**src/rtl/modn_sched_if.sv**
```systemverilog
// modn_sched_if: requester-side bus of the shared mod-N scheduler.
// Optional feature macro: MODN_SCHED_PAUSE_EN adds the pause signal.
//   req/req_mod/req_rpt : per-requester request, modulus and repeat count
//   abort               : terminate the running job
//   pause               : freeze the counter (MODN_SCHED_PAUSE_EN only)
//   gnt/busy            : one-hot owner, job in progress
//   counter/wrap        : shared count and last-count-of-period flag
//   done                : one-cycle completion pulse per requester
interface modn_sched_if #(
    parameter int unsigned NREQ  = 4,
    parameter int unsigned WIDTH = 4,
    parameter int unsigned RPT_W = 8
);
    logic [NREQ-1:0]       req;
    logic [NREQ*WIDTH-1:0] req_mod;
    logic [NREQ*RPT_W-1:0] req_rpt;
    logic                  abort;
`ifdef MODN_SCHED_PAUSE_EN
    logic                  pause;
`endif
    logic [NREQ-1:0]       gnt;
    logic                  busy;
    logic [WIDTH-1:0]      counter;
    logic                  wrap;
    logic [NREQ-1:0]       done;

`ifdef MODN_SCHED_PAUSE_EN
    modport master (output req, req_mod, req_rpt, abort, pause,
                    input  gnt, busy, counter, wrap, done);
    modport slave  (input  req, req_mod, req_rpt, abort, pause,
                    output gnt, busy, counter, wrap, done);
`else
    modport master (output req, req_mod, req_rpt, abort,
                    input  gnt, busy, counter, wrap, done);
    modport slave  (input  req, req_mod, req_rpt, abort,
                    output gnt, busy, counter, wrap, done);
`endif
endinterface

```
**src/rtl/modn_sched.sv**
```systemverilog
// modn_sched: round-robin scheduler sharing one mod-N counter among NREQ
// requesters. A granted job counts 0..mod for (rpt+1) periods, flags each
// wrap, then pulses done to its owner.
// Optional feature macro: MODN_SCHED_PAUSE_EN (pause input freezes the count).
//   clk    : clock, rising edge
//   resetn : asynchronous active-low reset
//   bus    : modn_sched_if slave modport (requests in, grant/count/status out)
module modn_sched #(
    parameter int unsigned NREQ  = 4,
    parameter int unsigned WIDTH = 4,
    parameter int unsigned RPT_W = 8
) (
    input  logic          clk,
    input  logic          resetn,
    modn_sched_if.slave   bus
);
    localparam int unsigned IDX_W = (NREQ > 1) ? $clog2(NREQ) : 1;

    typedef enum logic [1:0] {S_IDLE, S_RUN, S_DONE} state_t;

    state_t             r_state, w_state;
    logic [NREQ-1:0]    r_gnt, w_gnt;
    logic [NREQ-1:0]    r_done, w_done;
    logic [WIDTH-1:0]   r_counter, w_counter;
    logic [WIDTH-1:0]   r_mod_q, w_mod_q;
    logic [RPT_W-1:0]   r_rpt_q, w_rpt_q;
    logic [IDX_W-1:0]   r_last, w_last;
    logic [IDX_W-1:0]   r_owner, w_owner;
    logic               r_wrap, w_wrap;
    logic               r_busy;

    logic               w_win_vld;
    logic [IDX_W-1:0]   w_win;
    logic               w_hold;

`ifdef MODN_SCHED_PAUSE_EN
    assign w_hold = bus.pause;
`else
    assign w_hold = 1'b0;
`endif

    // Round-robin pick: first requester found scanning from last+1 upward.
    always_comb begin
        logic [IDX_W-1:0] cand;
        cand      = '0;
        w_win_vld = 1'b0;
        w_win     = '0;
        for (int unsigned i = 1; i <= NREQ; i++) begin
            cand = IDX_W'((32'(r_last) + i) % NREQ);
            if (!w_win_vld && bus.req[cand]) begin
                w_win_vld = 1'b1;
                w_win     = cand;
            end
        end
    end

    // Next-state and next-output logic.
    always_comb begin
        w_state   = r_state;
        w_gnt     = r_gnt;
        w_done    = '0;
        w_counter = r_counter;
        w_mod_q   = r_mod_q;
        w_rpt_q   = r_rpt_q;
        w_last    = r_last;
        w_owner   = r_owner;

        unique case (r_state)
            S_IDLE: begin
                w_gnt     = '0;
                w_counter = '0;
                if (w_win_vld) begin
                    w_state = S_RUN;
                    w_gnt   = NREQ'(1) << w_win;
                    w_owner = w_win;
                    w_mod_q = bus.req_mod[32'(w_win)*WIDTH +: WIDTH];
                    w_rpt_q = bus.req_rpt[32'(w_win)*RPT_W +: RPT_W];
                end
            end
            S_RUN: begin
                if (bus.abort) begin
                    w_state   = S_IDLE;
                    w_gnt     = '0;
                    w_counter = '0;
                    w_last    = r_owner;
                end else if (w_hold) begin
                    w_counter = r_counter;
                end else if (r_counter != r_mod_q) begin
                    w_counter = r_counter + WIDTH'(1);
                end else begin
                    w_counter = '0;
                    if (r_rpt_q == '0) begin
                        w_state = S_DONE;
                        w_done  = r_gnt;
                    end else begin
                        w_rpt_q = r_rpt_q - RPT_W'(1);
                    end
                end
            end
            S_DONE: begin
                w_state   = S_IDLE;
                w_gnt     = '0;
                w_counter = '0;
                w_last    = r_owner;
            end
            default: begin
                w_state   = S_IDLE;
                w_gnt     = '0;
                w_counter = '0;
            end
        endcase

        w_wrap = (w_state == S_RUN) && (w_counter == w_mod_q);
    end

    // State and output registers.
    always_ff @(posedge clk or negedge resetn) begin
        if (!resetn) begin
            r_state   <= S_IDLE;
            r_gnt     <= '0;
            r_done    <= '0;
            r_counter <= '0;
            r_mod_q   <= '0;
            r_rpt_q   <= '0;
            r_last    <= IDX_W'(NREQ - 1);
            r_owner   <= '0;
            r_wrap    <= 1'b0;
            r_busy    <= 1'b0;
        end else begin
            r_state   <= w_state;
            r_gnt     <= w_gnt;
            r_done    <= w_done;
            r_counter <= w_counter;
            r_mod_q   <= w_mod_q;
            r_rpt_q   <= w_rpt_q;
            r_last    <= w_last;
            r_owner   <= w_owner;
            r_wrap    <= w_wrap;
            r_busy    <= |w_gnt;
        end
    end

    assign bus.gnt     = r_gnt;
    assign bus.busy    = r_busy;
    assign bus.counter = r_counter;
    assign bus.done    = r_done;
`ifdef MODN_SCHED_PAUSE_EN
    // A held count must not report a wrap while frozen.
    assign bus.wrap    = r_wrap & ~bus.pause;
`else
    assign bus.wrap    = r_wrap;
`endif

endmodule
```
**src/flat_wrapper.sv**
```systemverilog
// flat-port wrapper written by rule: the top's interface ports become plain ports
module modn_sched_flat 
#(
    parameter int unsigned NREQ  = 4,
    parameter int unsigned WIDTH = 4,
    parameter int unsigned RPT_W = 8
)
  (clk, resetn, bus_req, bus_req_mod, bus_req_rpt, bus_abort, bus_gnt, bus_busy, bus_counter, bus_wrap, bus_done);
  modn_sched_if #(.NREQ(NREQ), .WIDTH(WIDTH), .RPT_W(RPT_W)) bus_i ();
  input  logic clk;
  input  logic resetn;
  input wire logic [$bits(bus_i.req)-1:0] bus_req;
  input wire logic [$bits(bus_i.req_mod)-1:0] bus_req_mod;
  input wire logic [$bits(bus_i.req_rpt)-1:0] bus_req_rpt;
  input wire logic [$bits(bus_i.abort)-1:0] bus_abort;
  output wire logic [$bits(bus_i.gnt)-1:0] bus_gnt;
  output wire logic [$bits(bus_i.busy)-1:0] bus_busy;
  output wire logic [$bits(bus_i.counter)-1:0] bus_counter;
  output wire logic [$bits(bus_i.wrap)-1:0] bus_wrap;
  output wire logic [$bits(bus_i.done)-1:0] bus_done;
  assign bus_i.req = bus_req;
  assign bus_i.req_mod = bus_req_mod;
  assign bus_i.req_rpt = bus_req_rpt;
  assign bus_i.abort = bus_abort;
  assign bus_gnt = bus_i.gnt;
  assign bus_busy = bus_i.busy;
  assign bus_counter = bus_i.counter;
  assign bus_wrap = bus_i.wrap;
  assign bus_done = bus_i.done;
  modn_sched #(.NREQ(NREQ), .WIDTH(WIDTH), .RPT_W(RPT_W)) u_core (.clk(clk), .resetn(resetn), .bus(bus_i));
endmodule
```
**config.mk**
```make
export PLATFORM = sky130hd
export DESIGN_NAME = modn_sched_flat
export DESIGN_NICKNAME = d
export VERILOG_FILES = /design/src/rtl/modn_sched_if.sv /design/src/rtl/modn_sched.sv /design/src/flat_wrapper.sv
export SDC_FILE = /design/constraint.sdc
export NUM_CORES = 1
export LEC_CHECK = 0
export ABC_CLOCK_PERIOD_IN_PS = 3100
export BUFFER_PORTS_ARGS = -buffer_cell sky130_fd_sc_hd__buf_2
export CAP_MARGIN = 20
export CORE_AREA = 2 2 66 115
export DETAILED_ROUTE_END_ITERATION = 7
export DIE_AREA = 0 0 68 117
export GPL_ROUTABILITY_DRIVEN = 0
export PLACE_DENSITY = 0.47
export SYNTH_ARGS = -nofsm -noshare
export SYNTH_HDL_FRONTEND = slang
export SYNTH_SLANG_ARGS = --single-unit
```
**constraint.sdc**
```tcl
create_clock -name clk -period 3.1 [get_ports clk]
set_input_delay 0.31 -clock clk [delete_from_list [all_inputs] [get_ports clk]]
set_output_delay 0.31 -clock clk [all_outputs]
set_load 0.02 [all_outputs]
```
## Yosys cells after proc, flatten, opt, wreduce, memory -nomap -nowiden

Index checks and enable logic that the tools add are counted.

| word-level totals | value |
|---|---|
| register bits | 32 |
| bits of input ports | 55 |
| output and inout bits | 14 |
| logic and storage cells | 88 |

| operators by class | value |
|---|---|
| add/sub/neg operators | 6 |
| order comparisons | 4 |
| equality and inequality tests | 10 |
| shift operators | 3 |
| muxes and demuxes | 40 |
| reduce and logical (&&, ||, !) cells | 15 |

Operators by type and width:

| cell | count |
|---|---|
| $mux W4 | 11 |
| $mux W8 | 4 |
| $shiftx A32 B6 Y8 | 1 |
| $mux W2 | 9 |
| $pmux W8 S2 | 1 |
| $shiftx A16 B5 Y4 | 1 |
| $lt A2 B3 Y1 const B | 4 |
| $bmux W1 S2 | 4 |
| $logic_not A8 Y1 | 1 |
| $mux W1 | 8 |
| $ne A2 B2 Y1 const B | 4 |
| $pmux W2 S2 | 2 |
| $pmux W4 S2 | 1 |
| $sub A8 B1 Y8 const B | 1 |
| $reduce_and A5 Y1 | 1 |
| $add A2 B1 Y2 const B | 2 |
| $add A2 B2 Y2 const B | 2 |
| $add A4 B1 Y4 const B | 1 |
| $eq A2 B1 Y1 const B | 2 |
| $eq A4 B4 Y1 | 1 |
| $logic_and A1 B1 Y1 | 4 |
| $ne A4 B4 Y1 | 1 |
| $reduce_and A2 Y1 | 2 |
| $reduce_bool A2 Y1 | 2 |
| 6 further kinds | 8 |

## Longest topological paths before layout

| depth | value |
|---|---|
| depth after elaboration | 18 |
| depth in mapped cells | 9 |
| gate-level depth less buffers | 9 |

## Worst setup path before layout

No wires, ideal clock.

| timing path | value |
|---|---|
| kind | register -> register |
| start | register u_core.r_last[0] |
| end | register u_core.r_wrap, in the netlist u_core.bus.wrap |
| library setup time | 0.096 ns |
| arrival | 2.061 ns |
| data required time | 3.004 ns |
| setup slack | 0.943 ns |
| cell stages (with the launch flop) | 9 |
| buffers on the path | 1 |
| clock period less this slack | 2.157 ns |
| cells stage by stage | dfstp_2 -> nor2b_1 -> o21a_2 -> nor3_4 -> buf_6 -> mux2i_1 -> o22ai_1 -> mux2_4 -> nor4_2 |

| on the way | value |
|---|---|
| word-level cells in the longest chain between the ends | 18 |
| elaborated cells on any way between the ends | 34 |
| classes of those cells | add/sub: 4; eq/ne: 2; shift: 1; mux: 20; reduce/logical: 7 |

RTL lines:

| item | line | RTL |
|---|---|---|
| from (decl) | modn_sched.sv:27 | `logic [IDX_W-1:0] r_last, w_last;` |
| from (signal assigned) | modn_sched.sv:125 | `r_last <= IDX_W'(NREQ - 1);` |
| from (signal assigned) | modn_sched.sv:136 | `r_last <= w_last;` |
| $add A2 B1 Y2 | modn_sched.sv:49 | `cand = IDX_W'((32'(r_last) + i) % NREQ);` |
| $bmux W1 S2 | modn_sched.sv:50 | `if (!w_win_vld && bus.req[cand]) begin` |
| $mux W1 (implied by the code) | modn_sched.sv:50 |  |
| $mux W1 | modn_sched.sv:50 |  |
| $logic_not A1 Y1 | modn_sched.sv:50 |  |
| $logic_and A1 B1 Y1 | modn_sched.sv:50 |  |
| $mux W1 | modn_sched.sv:50 |  |
| $logic_not A1 Y1 | modn_sched.sv:50 |  |
| [... 3 more ...] | -- |  |
| $logic_and A1 B1 Y1 | modn_sched.sv:50 |  |
| $mux W2 | modn_sched.sv:50 |  |
| $shiftx A16 B5 Y4 | modn_sched.sv:76 | `w_mod_q = bus.req_mod[32'(w_win)*WIDTH +: WIDTH];` |
| $mux W4 | modn_sched.sv:72 | `if (w_win_vld) begin` |
| $mux W4 | modn_sched.sv:68 | `unique case (r_state)` |
| $eq A4 B4 Y1 | modn_sched.sv:113 | `w_wrap = (w_state == S_RUN) && (w_counter == w_mod_q);` |
| $logic_and A1 B1 Y1 (*) | modn_sched.sv:113 |  |
| named net u_core.w_wrap | modn_sched.sv:29 | `logic r_wrap, w_wrap;` |
| to (signal assigned) | modn_sched.sv:138 | `r_wrap <= w_wrap;` |
| to (decl) | modn_sched.sv:29 |  |

The timed path passes the listed nets; every way through them passes the cells marked *. The select of a mux whose other input is x is not followed.
A chain may end at the register's enable or synchronous reset.

## Final worst setup path

| timing path | value |
|---|---|
| start | register u_core.r_last[1] |
| end | register u_core.r_wrap, in the netlist u_core.bus.wrap |

Same word-level chain as after synthesis.

==> metrics.cfg <==
[critical_path]
reg2reg_from=u_core.r_last[1]
cp_max_fo=21
cp_data_required_time_ns=3.28
cp-start-kind=flip-flop
cp-end-kind=flip-flop
path_buf_inv=0
max_stage_delay_ns=0.66
crit_path_start=u_core.r_last[1]
worstSetupPathType=reg -> reg
crit_family=compound AO/OA/AOI/OAI gates
critPathArrivalTime_ns=2.67
cp_cell_sequence=or3b_1, o311a_1, nand2_1, a21oi_1, a22o_1, o22ai_1, nor4_2
cp_slowest_cell=o311a_1

[routing]
post_drt_wl_per_cell_um=14.93
viasPerCell=4.924
initialDrtViolationCount=47
drt-pass1-iter-count=4
ant_nets=0
wl_um=5496
via_count=1812
drc_errors=0

[power_and_ir_drop]
power.density_nw_per_um2=921.1
p_leak_nw=1.271
vdd_drop_max_v=0.0003293

[sta]
slew_headroom=0.4879
period_needed_ns=2.494
slew_violations=0
period_share=0.8044
fin_skew_ns=0.004978
rsz0062_at_grt=no
finalSetupViolCount=0
hold_slack_ns=0.09494
fmax_ghz=0.4010
hold_viol=0
worst_slew_pin_slew_ns=0.7682
worst_slack_ns=0.6062
setup_tns_ns=0

[die]
die_w_um=68
initial_core_util=0.2888
io_pins=69
die_h_um=117
die-area_um2=7956
rows=41
core_um2=7079

[clocking]
htree_num_levels=2
clkTransAtPathRegs_ns=0.05
cts_setup_buffers=0
clockBufferDepth=2
cts_tree=yes
hold_buffers=0
clockRootBuffer=clkbuf_16
cts.repair.resized=0
clock-sinks=32
clk_latency_ns=0.27
cts_buffers=5

[status]
status=completed

[final_layout]
utilization=0.3749
synthToLayoutAreaGrowth_pct=29.80
nFillCells=757
mostFrequentLayoutCells=buf_2 (68), dfrtp_1 (30), nand2_1 (16), nor2_1 (16), o21ai_0 (15)
fin_nets=338
final_layout_size_suffix_gt1_frac=0.3794
layout_commonest_cell=buf_2
diodes=0

[run]
drv_cap=0

[placed_design]
dp_slack_ns=0.5712
dpl.hpwl_um=4306
portBuffers=68

[synth]
synth-async-reset-ratio=1.000
yosysSeqAreaShare=0.3929
synth_area_leaders=dfrtp_1 (37%), mux2i_1 (6.9%), mux2_2 (5.0%)
ys.flop_type=dfrtp_1
synth_seq_cells=32
synth-edff-count=0
avgSynthCellArea_um2=9.736
synth_top_area_share=0.3672
postSynthNetCount=267
synth.distinct_cells=53
synth_warnings=0
syn_area_um2=2044
yosys.area.top_type=dfrtp_1
syn_inst=210

[global_route]
grt_antenna_before_repair=0
grt_overflow=0
grt_pass1_wl_um=8507
track_usage=0.1444
grt_pass1_vias=1785
grt_max_degree=33

[min_path]
hold_path.class=in -> async

-- per-stage QoR --
step                      total power, W  cell area [um2]  cells
after floorplan                 0.001562             2044    210
after global placement          0.001861             2471    360
after detailed placement        0.001872             2471    360
after CTS                       0.002478             2654    368
after global routing            0.002630             2654    368
final                           0.002444             2654    368
-- Yosys cell counts (5+ instances only) --
| cell type | number |
|---|---|
| dfrtp_1 | 30 |
| nand2_1 | 16 |
| nor2_1 | 16 |
| o21ai_0 | 15 |
| mux2i_1 | 14 |
| inv_1 | 10 |
| a21oi_1 | 9 |
| mux2_2 | 9 |
| nor3_1 | 7 |
| xor2_1 | 6 |
| and2_1 | 5 |
-- state kept, by name, indices dropped and copies added (netlist names) --
name	cells
u_core.bus.counter	4
u_core.bus.busy	1
u_core.bus.wrap	1
u_core.bus.done	4
u_core.bus.gnt	4
u_core.r_last	2
u_core.r_state	2
u_core.r_mod_q	4
u_core.r_owner	2
u_core.r_rpt_q	8
-- per-layer routing --
layer / share of wire / routed length [um] / global-route usage / vias up
met5: 0 / 0 / 0 / -
met4: 0.0091 / 50 / 0.05200 / 0
met3: 0.045 / 246 / 0.02486 / 4
met2: 0.57 / 3119 / 0.2764 / 43
met1: 0.38 / 2080 / 0.1512 / 859
li1: - / - / - / 906
-- logic make-up after synthesis --
family / Yosys count / share of synthesized area
AO/OA/AOI/OAI: 54 / 0.1824
XOR/XNOR: 7 / 0.02999
adder cells (fa/ha/maj): 2 / 0.01224
buffers and inverters: 17 / 0.03978
flip-flops: 32 / 0.3929
multiplexers: 25 / 0.1310
AND/OR/NAND/NOR: 73 / 0.2117
-- worst paths after layout --
check / end / slack, ns / cells after the start
setup / recovery: u_core.bus.wrap / 0.61 / 7
hold / removal: u_core.r_rpt_q[2] / 0.09 / 1
min in group clk: u_core.r_mod_q[3] / 0.35 / 3
setup reg to reg: u_core.bus.wrap / 0.61 / 7
max in group asynchronous: u_core.r_mod_q[2] / 2.52 / 1
hold reg to reg: u_core.r_owner[0] / 0.49 / 2
-- area by class of cell --
class                      instances  area [um2]  area share
clock buffer                       7       152.6     0.05752
multi-input combinational        161        1160      0.4371
clock inverter                     1       30.03     0.01132
inverter                          10       37.54     0.01414
tap                               86       107.6     0.04055
timing repair buffer              71       362.8      0.1367
sequential                        32       803.3      0.3027
-- report_power, final --
part | leakage (nW) | switching [W] | internal (W)
Clock | 0.0901 | 0.000174 | 0.000423
Combinational | 0.783 | 0.000618 | 0.000473
Sequential | 0.399 | 0.000172 | 0.000584
Total | 1.27 | 0.000964 | 0.00148
No activity file was read; power rests on OpenSTA's default activity.
